<file path="src/rtl/booth_issue_ctrl_if.sv">
// booth_issue_ctrl_if: upstream operand handshake, multiplier drive and result bundle
// slave  : controller view (accepts operand pairs, drives the multiplier, returns results)
// master : environment view (pushes operand pairs, supplies the multiplier product)
interface booth_issue_ctrl_if;
  logic       in_valid;
  logic       in_ready;
  logic [4:0] in_m;
  logic [4:0] in_q;
  logic       start;
  logic [4:0] M;
  logic [4:0] Q;
  logic [7:0] result;
  logic       out_valid;
  logic [7:0] out_result;
  logic       mismatch;
  modport slave (
    input  in_valid, in_m, in_q, result,
    output in_ready, start, M, Q, out_valid, out_result, mismatch
  );
  modport master (
    output in_valid, in_m, in_q, result,
    input  in_ready, start, M, Q, out_valid, out_result, mismatch
  );
endinterface

</file>
<file path="src/rtl/booth_issue_ctrl.sv">
// booth_issue_ctrl: operand FIFO feeding a fixed-latency booth multiplier, one pair in flight
// clk   : rising-edge clock
// n_rst : asynchronous active-low reset
// bus   : booth_issue_ctrl_if.slave (in_valid/in_ready/in_m/in_q in, start/M/Q/result to the
//         multiplier, out_valid/out_result/mismatch out)
// BOOTH_ISSUE_CHECK_EN : when defined, compares result with signed(M)*signed(Q) in DONE
module booth_issue_ctrl #(
  parameter int DEPTH   = 4,
  parameter int MUL_LAT = 6
) (
  input  logic               clk,
  input  logic               n_rst,
  booth_issue_ctrl_if.slave  bus
);
  localparam int AW = $clog2(DEPTH);
  localparam int LW = $clog2(MUL_LAT);
  typedef enum logic [1:0] {IDLE, ISSUE, WAIT, DONE} state_t;
  state_t        state_q;
  logic [4:0]    mem_m [DEPTH];
  logic [4:0]    mem_q [DEPTH];
  logic [AW-1:0] wr_q, rd_q;
  logic [AW:0]   cnt_q, cnt_d;
  logic [LW-1:0] lat_q;
  logic [4:0]    m_q, q_q;
  logic [7:0]    res_q;
  logic          start_q, out_valid_q, mismatch_q, mismatch_d;
  logic          full, empty, push, pop;
  assign full  = cnt_q == (AW+1)'(DEPTH);
  assign empty = cnt_q == '0;
  assign push  = bus.in_valid & ~full;
  assign pop   = state_q == ISSUE;
  assign cnt_d = cnt_q + (AW+1)'(push) - (AW+1)'(pop);
`ifdef BOOTH_ISSUE_CHECK_EN
  logic signed [9:0] prod;
  assign prod       = $signed(m_q) * $signed(q_q);
  assign mismatch_d = prod[7:0] != bus.result;
`else
  assign mismatch_d = 1'b0;
`endif
  always_ff @(posedge clk)
    if (push) begin
      mem_m[wr_q] <= bus.in_m;
      mem_q[wr_q] <= bus.in_q;
    end
  always_ff @(posedge clk or negedge n_rst)
    if (!n_rst) begin
      wr_q  <= '0;
      rd_q  <= '0;
      cnt_q <= '0;
    end else begin
      wr_q  <= wr_q + AW'(push);
      rd_q  <= rd_q + AW'(pop);
      cnt_q <= cnt_d;
    end
  // M/Q are loaded on entry to ISSUE so they are valid alongside the start pulse;
  // the counter ends WAIT so that DONE samples result exactly MUL_LAT cycles after start.
  always_ff @(posedge clk or negedge n_rst)
    if (!n_rst) begin
      state_q     <= IDLE;
      lat_q       <= '0;
      m_q         <= '0;
      q_q         <= '0;
      res_q       <= '0;
      start_q     <= 1'b0;
      out_valid_q <= 1'b0;
      mismatch_q  <= 1'b0;
    end else begin
      start_q     <= 1'b0;
      out_valid_q <= 1'b0;
      mismatch_q  <= 1'b0;
      case (state_q)
        IDLE:
          if (!empty) begin
            state_q <= ISSUE;
            start_q <= 1'b1;
            m_q     <= mem_m[rd_q];
            q_q     <= mem_q[rd_q];
          end
        ISSUE: begin
          state_q <= WAIT;
          lat_q   <= LW'(MUL_LAT - 1);
        end
        WAIT: begin
          lat_q <= lat_q - 1'b1;
          if (lat_q == LW'(1)) state_q <= DONE;
        end
        DONE: begin
          state_q     <= IDLE;
          res_q       <= bus.result;
          out_valid_q <= 1'b1;
          mismatch_q  <= mismatch_d;
        end
      endcase
    end
  assign bus.in_ready   = ~full;
  assign bus.start      = start_q;
  assign bus.M          = m_q;
  assign bus.Q          = q_q;
  assign bus.out_valid  = out_valid_q;
  assign bus.out_result = res_q;
  assign bus.mismatch   = mismatch_q;
endmodule

</file>
<file path="src/flat_wrapper.sv">
// flat-port wrapper written by rule: the top's interface ports become plain ports
module booth_issue_ctrl_flat 
#(
  parameter int DEPTH   = 4,
  parameter int MUL_LAT = 6
)
  (clk, n_rst, bus_in_valid, bus_in_m, bus_in_q, bus_result, bus_in_ready, bus_start, bus_M, bus_Q, bus_out_valid, bus_out_result, bus_mismatch);
  booth_issue_ctrl_if bus_i ();
  input  logic clk;
  input  logic n_rst;
  input wire logic [$bits(bus_i.in_valid)-1:0] bus_in_valid;
  input wire logic [$bits(bus_i.in_m)-1:0] bus_in_m;
  input wire logic [$bits(bus_i.in_q)-1:0] bus_in_q;
  input wire logic [$bits(bus_i.result)-1:0] bus_result;
  output wire logic [$bits(bus_i.in_ready)-1:0] bus_in_ready;
  output wire logic [$bits(bus_i.start)-1:0] bus_start;
  output wire logic [$bits(bus_i.M)-1:0] bus_M;
  output wire logic [$bits(bus_i.Q)-1:0] bus_Q;
  output wire logic [$bits(bus_i.out_valid)-1:0] bus_out_valid;
  output wire logic [$bits(bus_i.out_result)-1:0] bus_out_result;
  output wire logic [$bits(bus_i.mismatch)-1:0] bus_mismatch;
  assign bus_i.in_valid = bus_in_valid;
  assign bus_i.in_m = bus_in_m;
  assign bus_i.in_q = bus_in_q;
  assign bus_i.result = bus_result;
  assign bus_in_ready = bus_i.in_ready;
  assign bus_start = bus_i.start;
  assign bus_M = bus_i.M;
  assign bus_Q = bus_i.Q;
  assign bus_out_valid = bus_i.out_valid;
  assign bus_out_result = bus_i.out_result;
  assign bus_mismatch = bus_i.mismatch;
  booth_issue_ctrl #(.DEPTH(DEPTH), .MUL_LAT(MUL_LAT)) u_core (.clk(clk), .n_rst(n_rst), .bus(bus_i));
endmodule
</file>
<file path="config.mk">
export PLATFORM = sky130hd
export DESIGN_NAME = booth_issue_ctrl_flat
export DESIGN_NICKNAME = d
export VERILOG_FILES = /design/src/rtl/booth_issue_ctrl_if.sv /design/src/rtl/booth_issue_ctrl.sv /design/src/flat_wrapper.sv
export SDC_FILE = /design/constraint.sdc
export NUM_CORES = 1
export LEC_CHECK = 0
export ABC_AREA = 0
export ABC_CLOCK_PERIOD_IN_PS = 2600
export CORE_ASPECT_RATIO = 0.6
export CORE_MARGIN = 3
export CORE_UTILIZATION = 45
export DETAILED_ROUTE_END_ITERATION = 6
export GPL_TIMING_DRIVEN = 0
export PLACE_DENSITY_LB_ADDON = 0.15
export SKIP_CTS_REPAIR_TIMING = 1
export SLEW_MARGIN = 20
export SYNTH_ARGS = -nofsm -noshare
export SYNTH_HDL_FRONTEND = slang
export SYNTH_SLANG_ARGS = --single-unit
</file>
<file path="constraint.sdc">
create_clock -name clk -period 2.6 [get_ports clk]
set_clock_uncertainty 0.15 [all_clocks]
set_input_delay 0.52 -clock clk [delete_from_list [all_inputs] [get_ports clk]]
set_output_delay 0.52 -clock clk [all_outputs]
set_load 0.01 [all_outputs]
</file>
==> impl_metrics.csv, run 1 <==
group,metric,value,unit
logic_synthesis,synth_top_cells_by_count,"edfxtp_1 (40), dfrtp_1 (32), mux2_2 (19)",
logic_synthesis,synth_edf_count,40,
global_route,grt_max_degree,23,
timing,drv_slew,0,
layout,instances_no_fill,295,
timing,slew_headroom,54.42,%
logic_synthesis,synth_area_leaders,"edfxtp_1 (42%), dfrtp_1 (28%), mux2_2 (7.5%)",
critical_path,slowest_stage,"clkdlybuf4s50_1",
clock_network,clk_pin_slew,80,ps
clock_network,clock_latency,330,ps
logic_synthesis,synthMuxAreaShare,15.73,%
layout,fin_util,62.14,%
global_route,grt_use_met1,20.14,%
place,dp.cells,278,
global_route,grt_pass1_wl,8017,um
route,wl_per_cell,17.29,um
critical_path,crit_chain,"or3b_1 -> clkdlybuf4s50_1",
logic_synthesis,synth_most_common_cell,"edfxtp_1",
logic_synthesis,synthSimpleGateAreaFrac,2.865,%
timing,max_freq,418.7,MHz
layout,drive_gt1_share,25.12,%
clock_network,cts_sinks,72,
place,finalWeightedCongestion,0.7107,
critical_path,crit_required,1930,ps
place,placed_cell_area,0.003410,mm2
logic_synthesis,synth_top_area_share,42.31,%
global_route,grt_util_met2,23.77,%
critical_path,crit_family,"buffers and inverters",
die,core_area,0.005833,mm2
route,drc_errors,0,
critical_path,start_kind,"register",
global_route,first_global_vias,1558,
die,design.die.area,0.007329,mm2
logic_synthesis,ys_ff_latch,72,
layout,finalInstanceArea,0.003625,mm2
place,port_buffers,41,
logic_synthesis,synth_flop_cell,"edfxtp_1",
clock_network,numCtsBuffers,9,
min_path,hp-class,"register to register",
logic_synthesis,ys_seq_area_share,70.52,%
timing,min_period,2388,ps
route,drt_wl_total,5101,um
critical_path,critPathCaptureType,"output port",
route,dr.first_iter.drc_count,46,
logic_synthesis,syn_area,0.002839,mm2
timing,rsz0062_at_grt,"false",
global_route,grt.met3_usage,6.399,%
layout,diodes,0,
clock_network,cts_buffer_depth,2,
route,vias,1481,
timing,setup_viol,0,
die,initial_core_util,48.67,%
logic_synthesis,post_synth_fa_ha_maj_area_fraction,5.112,%
place,dpl.hpwl,3551,um
logic_synthesis,avgSynthCellArea,18.56,um2
logic_synthesis,synth_top_area_cell,"edfxtp_1",
layout,area_growth,27.68,%
clock_network,root_buffer,"clkbuf_8",
route,firstDrtPassIters,4,
logic_synthesis,syn_nets,185,
die,ios,43,
layout,nets,242,
critical_path,arrival,1720,ps
logic_synthesis,synth_compound_area_share,1.631,%
timing,holdWs,360.3,ps
logic_synthesis,synth_xor_xnor_area_share,1.851,%
critical_path,critPathMaxStageDelay,500,ps
logic_synthesis,synth_top_family_by_area,"multiplexers",
die,rows,21,
timing,tightest_slew,683.7,ps
pwr,cellLeakagePower,1.389,nW
critical_path,path_max_fanout,5,
critical_path,critPathBufInv,1,
die,die_w,108.5,um
logic_synthesis,synth_cells,153,
pwr,finalPower,4.331,mW
timing,period_share,91.86,%
global_route,antenna_found_initial,0,
route,drtAntennaViolNets,0,
global_route,overflow,0,
clock_network,htreeDepth,3,
clock_network,cts_tree,"yes",
timing,hold_violations,0,
route,viasPerCell,5.020,
outcome,status,"finished clean",
global_route,track_usage,15.39,%
logic_synthesis,ys_types,31,
pwr,powerDensity,1195,mW/mm2
flow_run,drv_cap,0,
critical_path,path_class,"register to output port",
logic_synthesis,yosysWarnings,0,
pwr,ir_drop,0.5105,mV
die,die_height,67.53,um
global_route,top_usage_layer,"met2",
logic_synthesis,ys_async_sr_fraction,44.44,%
==> final cells by class <==
class	count	area [um2]
Fill cell	444	2208
Sequential cell	72	2002
Multi-Input combinational cell	68	790.8
Timing Repair Buffer	46	465.4
Clock buffer	10	137.6
Tap cell	80	100.1
Clock inverter	6	67.56
Buffer	5	31.28
Inverter	8	30.03
==> cell usage in the layout (no fill, tap or decap), types with 3 or more instances in the layout <==
master | netlist | routed
nand2_1 | 3 | 3
clkbuf_8 | 0 | 10
clkdlybuf4s50_1 | 0 | 40
xnor2_1 | 3 | 3
buf_4 | 1 | 4
ha_1 | 10 | 10
mux2_2 | 19 | 19
edfxtp_1 | 40 | 40
inv_1 | 8 | 8
xor2_1 | 3 | 3
mux4_2 | 8 | 8
dfrtp_1 | 32 | 32
==> sequential cells by signal, indices dropped and copies added, names as in the netlist, 2 cells and up <==
name                   cells
u_core.mem_m              20
u_core.bus.Q               5
u_core.bus.out_result      8
u_core.state_q             2
u_core.lat_q               3
u_core.cnt_q               3
u_core.mem_q              20
u_core.rd_q                2
u_core.bus.M               5
u_core.wr_q                2
==> worst paths after layout <==
kind	startpoint	end	slack (ps)	depth (start not counted)
max reg2reg	u_core.cnt_q[1]	u_core.cnt_q[2]	440	8
max	u_core.cnt_q[1]	bus_in_ready	210	2
min	u_core.bus.out_result[6]	u_core.bus.out_result[6]	360	1
max in group asynchronous	n_rst	u_core.bus.M[1]	1420	3
min reg2reg	u_core.bus.out_result[6]	u_core.bus.out_result[6]	360	1
min in group asynchronous	n_rst	u_core.bus.M[4]	460	2
==> metal layers <==
metal	share of wire, %	vias to the layer above	wire (um)
met1	47	754	2375
met2	46	40	2361
met3	6.4	5	325
met5	0	-	0
li1	-	682	-
met4	0.76	0	39
==> kinds of logic (layout without fill, tap and decap cells) <==
kind of cell	after synthesis	count (layout)
buffers and inverters	13	75
AO/OA/AOI/OAI	7	7
other	1	1
XOR/XNOR	6	6
multiplexers	29	29
AND/OR/NAND/NOR	14	14
adder cells (fa/ha/maj)	11	11
flip-flops	72	72
==> metrics by stage <==
| stage | setup TNS [ps] | worst slack [ps] |
|---|---|---|
| floorplan | 0 | 492.9 |
| global placement | -13110 | -499.1 |
| detailed placement | 0 | 190.7 |
| CTS | 0 | 181.2 |
| global route | 0 | 124.3 |
| finish | 0 | 211.6 |
==> power breakdown <==
| group | leakage (nW) | internal, mW | switching (mW) | total, mW |
|---|---|---|---|---|
| Clock | 0.0989 | 0.472 | 0.417 | 0.889 |
| Sequential | 0.742 | 1.61 | 0.212 | 1.82 |
| Combinational | 0.548 | 0.918 | 0.700 | 1.62 |
| Total | 1.39 | 3.00 | 1.33 | 4.33 |
Note: power is estimated with default switching activity, not from simulation.
==> run 2: changes to the inputs <==
--- a/config.mk
+++ b/config.mk
@@ -10,9 +10,11 @@
 export CORE_ASPECT_RATIO = 0.6
 export CORE_MARGIN = 3
 export CORE_UTILIZATION = 45
+export CTS_CLUSTER_SIZE = 8
 export DETAILED_ROUTE_END_ITERATION = 6
 export GPL_TIMING_DRIVEN = 0
 export PLACE_DENSITY_LB_ADDON = 0.15
+export REMOVE_ABC_BUFFERS = 1
 export SKIP_CTS_REPAIR_TIMING = 1
 export SLEW_MARGIN = 20
 export SYNTH_ARGS = -nofsm -noshare
==> run 2 against run 1 <==
Register-to-register slack worse by 30 ps; combinational power is 5% lower; critical path depth stayed put; total power is 1.3% higher; flip-flop and latch count stayed put; design area is 0.52% lower; via count is 1.0% lower; hold slack worse by 5.0 ps; core utilization is 0.32 points lower; maximum frequency is 0.34% higher.
==> impl_metrics.csv, run 2 (synthesis gave the netlist of run 1 again) <==
group,metric,value,unit
critical_path,path_max_fanout,5,
place,port_buffers,41,
layout,nets,237,
route,firstDrtPassIters,4,
route,drtAntennaViolNets,0,
route,drc_errors,0,
critical_path,critPathMaxStageDelay,490,ps
pwr,ir_drop,0.4987,mV
route,dr.first_iter.drc_count,50,
route,viasPerCell,5.055,
timing,holdWs,355.3,ps
clock_network,clock_latency,340,ps
min_path,min_path_cells,1,
place,dpl.hpwl,3551,um
die,rows,21,
global_route,antenna_found_initial,0,
critical_path,critPathBufInv,1,
clock_network,cts_buffer_depth,2,
layout,area_growth,27.02,%
layout,fin_util,61.82,%
critical_path,rr_worst_depth,8,
pwr,powerDensity,1217,mW/mm2
global_route,track_usage,16.01,%
clock_network,root_buffer,"clkbuf_8",
clock_network,cts_sinks,72,
clock_network,clk_pin_slew,70,ps
pwr,p_sw_share,30.43,%
layout,diodes,0,
place,finalWeightedCongestion,0.7070,
min_path,hp-class,"register to register",
timing,period_share,91.55,%
timing,drv_slew,0,
outcome,status,"finished clean",
clock_network,numCtsBuffers,9,
timing,tightest_slew,730.4,ps
die,die_w,108.5,um
timing,rsz0062_at_grt,"false",
layout,drive_gt1_share,23.33,%
critical_path,critPathCaptureType,"output port",
die,die_height,67.53,um
timing,setup_viol,0,
die,design.die.area,0.007329,mm2
clock_network,htreeDepth,3,
pwr,seqPwrFrac,43.5,%
flow_run,drv_cap,0,
critical_path,crit_family,"buffers and inverters",
timing,hold_violations,0,
critical_path,arrival,1710,ps
pwr,switchingPower,1.336,mW
pwr,combPwrFrac,35.1,%
critical_path,path_class,"register to output port",
route,wl_per_cell,17.73,um
timing,slew_headroom,51.30,%
route,vias,1466,
pwr,cellLeakagePower,1.373,nW
critical_path,crit_chain,"or3b_1 -> clkdlybuf4s50_1",
pwr,p_int,3.054,mW
route,drt_wl_total,5141,um
timing,min_period,2380,ps
critical_path,worst-path-stages,2,
pwr,clkPwrFrac,21.4,%
layout,mostFrequentLayoutCells,"clkdlybuf4s50_1 (40), edfxtp_1 (40), dfrtp_1 (32)",
global_route,grt_max_degree,29,
critical_path,slowest_stage,"clkdlybuf4s50_1",
die,ios,43,
timing,max_freq,420.1,MHz
die,initial_core_util,48.67,%
clock_network,cts_tree,"yes",
global_route,first_global_vias,1577,
critical_path,start_kind,"register",
critical_path,crit_required,1930,ps
die,core_area,0.005833,mm2
global_route,overflow,0,
global_route,grt_pass1_wl,8280,um
run 2: changes by cell type in the layout (fill, tap and decap cells not counted), sizes merged:
cell | previous run | this run
buf | 8 | 5
clkbuf | 12 | 10
bufinv | 1 | 2
clkinv | 2 | 3
clkinvlp | 2 | 1
inv | 9 | 8
run 2: worst paths after layout:
kind                                  from                  endpoint  slack, ps
hold / removal             u_core.bus.M[2]           u_core.bus.M[2]        360
min in group asynchronous            n_rst  u_core.bus.out_result[5]        400
setup / recovery           u_core.cnt_q[1]              bus_in_ready        220
max in group asynchronous            n_rst           u_core.bus.Q[1]       1520
setup reg to reg           u_core.cnt_q[1]           u_core.cnt_q[2]        410
hold reg to reg            u_core.bus.M[2]           u_core.bus.M[2]        360
run 2: routing by layer:
| layer | up-vias | part of all wire (%) | global-route usage, % |
|---|---|---|---|
| met1 | 746 | 43 | 19.12 |
| met3 | 8 | 4.2 | 5.635 |
| met4 | 0 | 1.3 | 6.457 |
| met5 | - | 0 | 0 |
| li1 | 678 | - | - |
| met2 | 34 | 51 | 27.00 |
run 2: power by group through the flow:
stage	Combinational, mW	Clock (mW)	Sequential, mW
2_1_floorplan	0.851	0	1.92
3_3_place_gp	1.44	0	1.89
3_5_place_dp	1.56	0	1.94
4_1_cts	1.57	0.959	1.92
5_1_grt	1.66	1.01	1.97
6_report	1.54	0.940	1.91
run 2: area by class of cell:
| class | count | area (um2) |
|---|---|---|
| inverter | 8 | 30.03 |
| fill | 435 | 2227 |
| clock buffer | 10 | 127.6 |
| timing repair buffer | 46 | 457.9 |
| tap | 80 | 100.1 |
| sequential | 72 | 2002 |
| multi-input combinational | 68 | 804.5 |
| clock inverter | 6 | 83.83 |
run 2: stage by stage:
stage / cells / power, mW / setup TNS, ps / cell area [um2] / setup WS (ps)
floorplan: 148 / 2.775 / 0 / 2808 / 492.9
global placement: 269 / 3.334 / -15930 / 3318 / -528.7
detailed placement: 273 / 3.500 / 0 / 3385 / 194.2
CTS: 289 / 4.447 / 0 / 3596 / 192.0
global route: 290 / 4.638 / 0 / 3606 / 159.4
finish: 290 / 4.389 / 0 / 3606 / 219.6
run 2: worst reg2reg max path, stage by stage, from the launching register on:
cell,delay (ps)
dfrtp_1,470
or3b_1,420
nand2_1,200
inv_1,120
ha_1,210
inv_1,70
fa_1,200
xnor2_1,150
xnor2_1,140
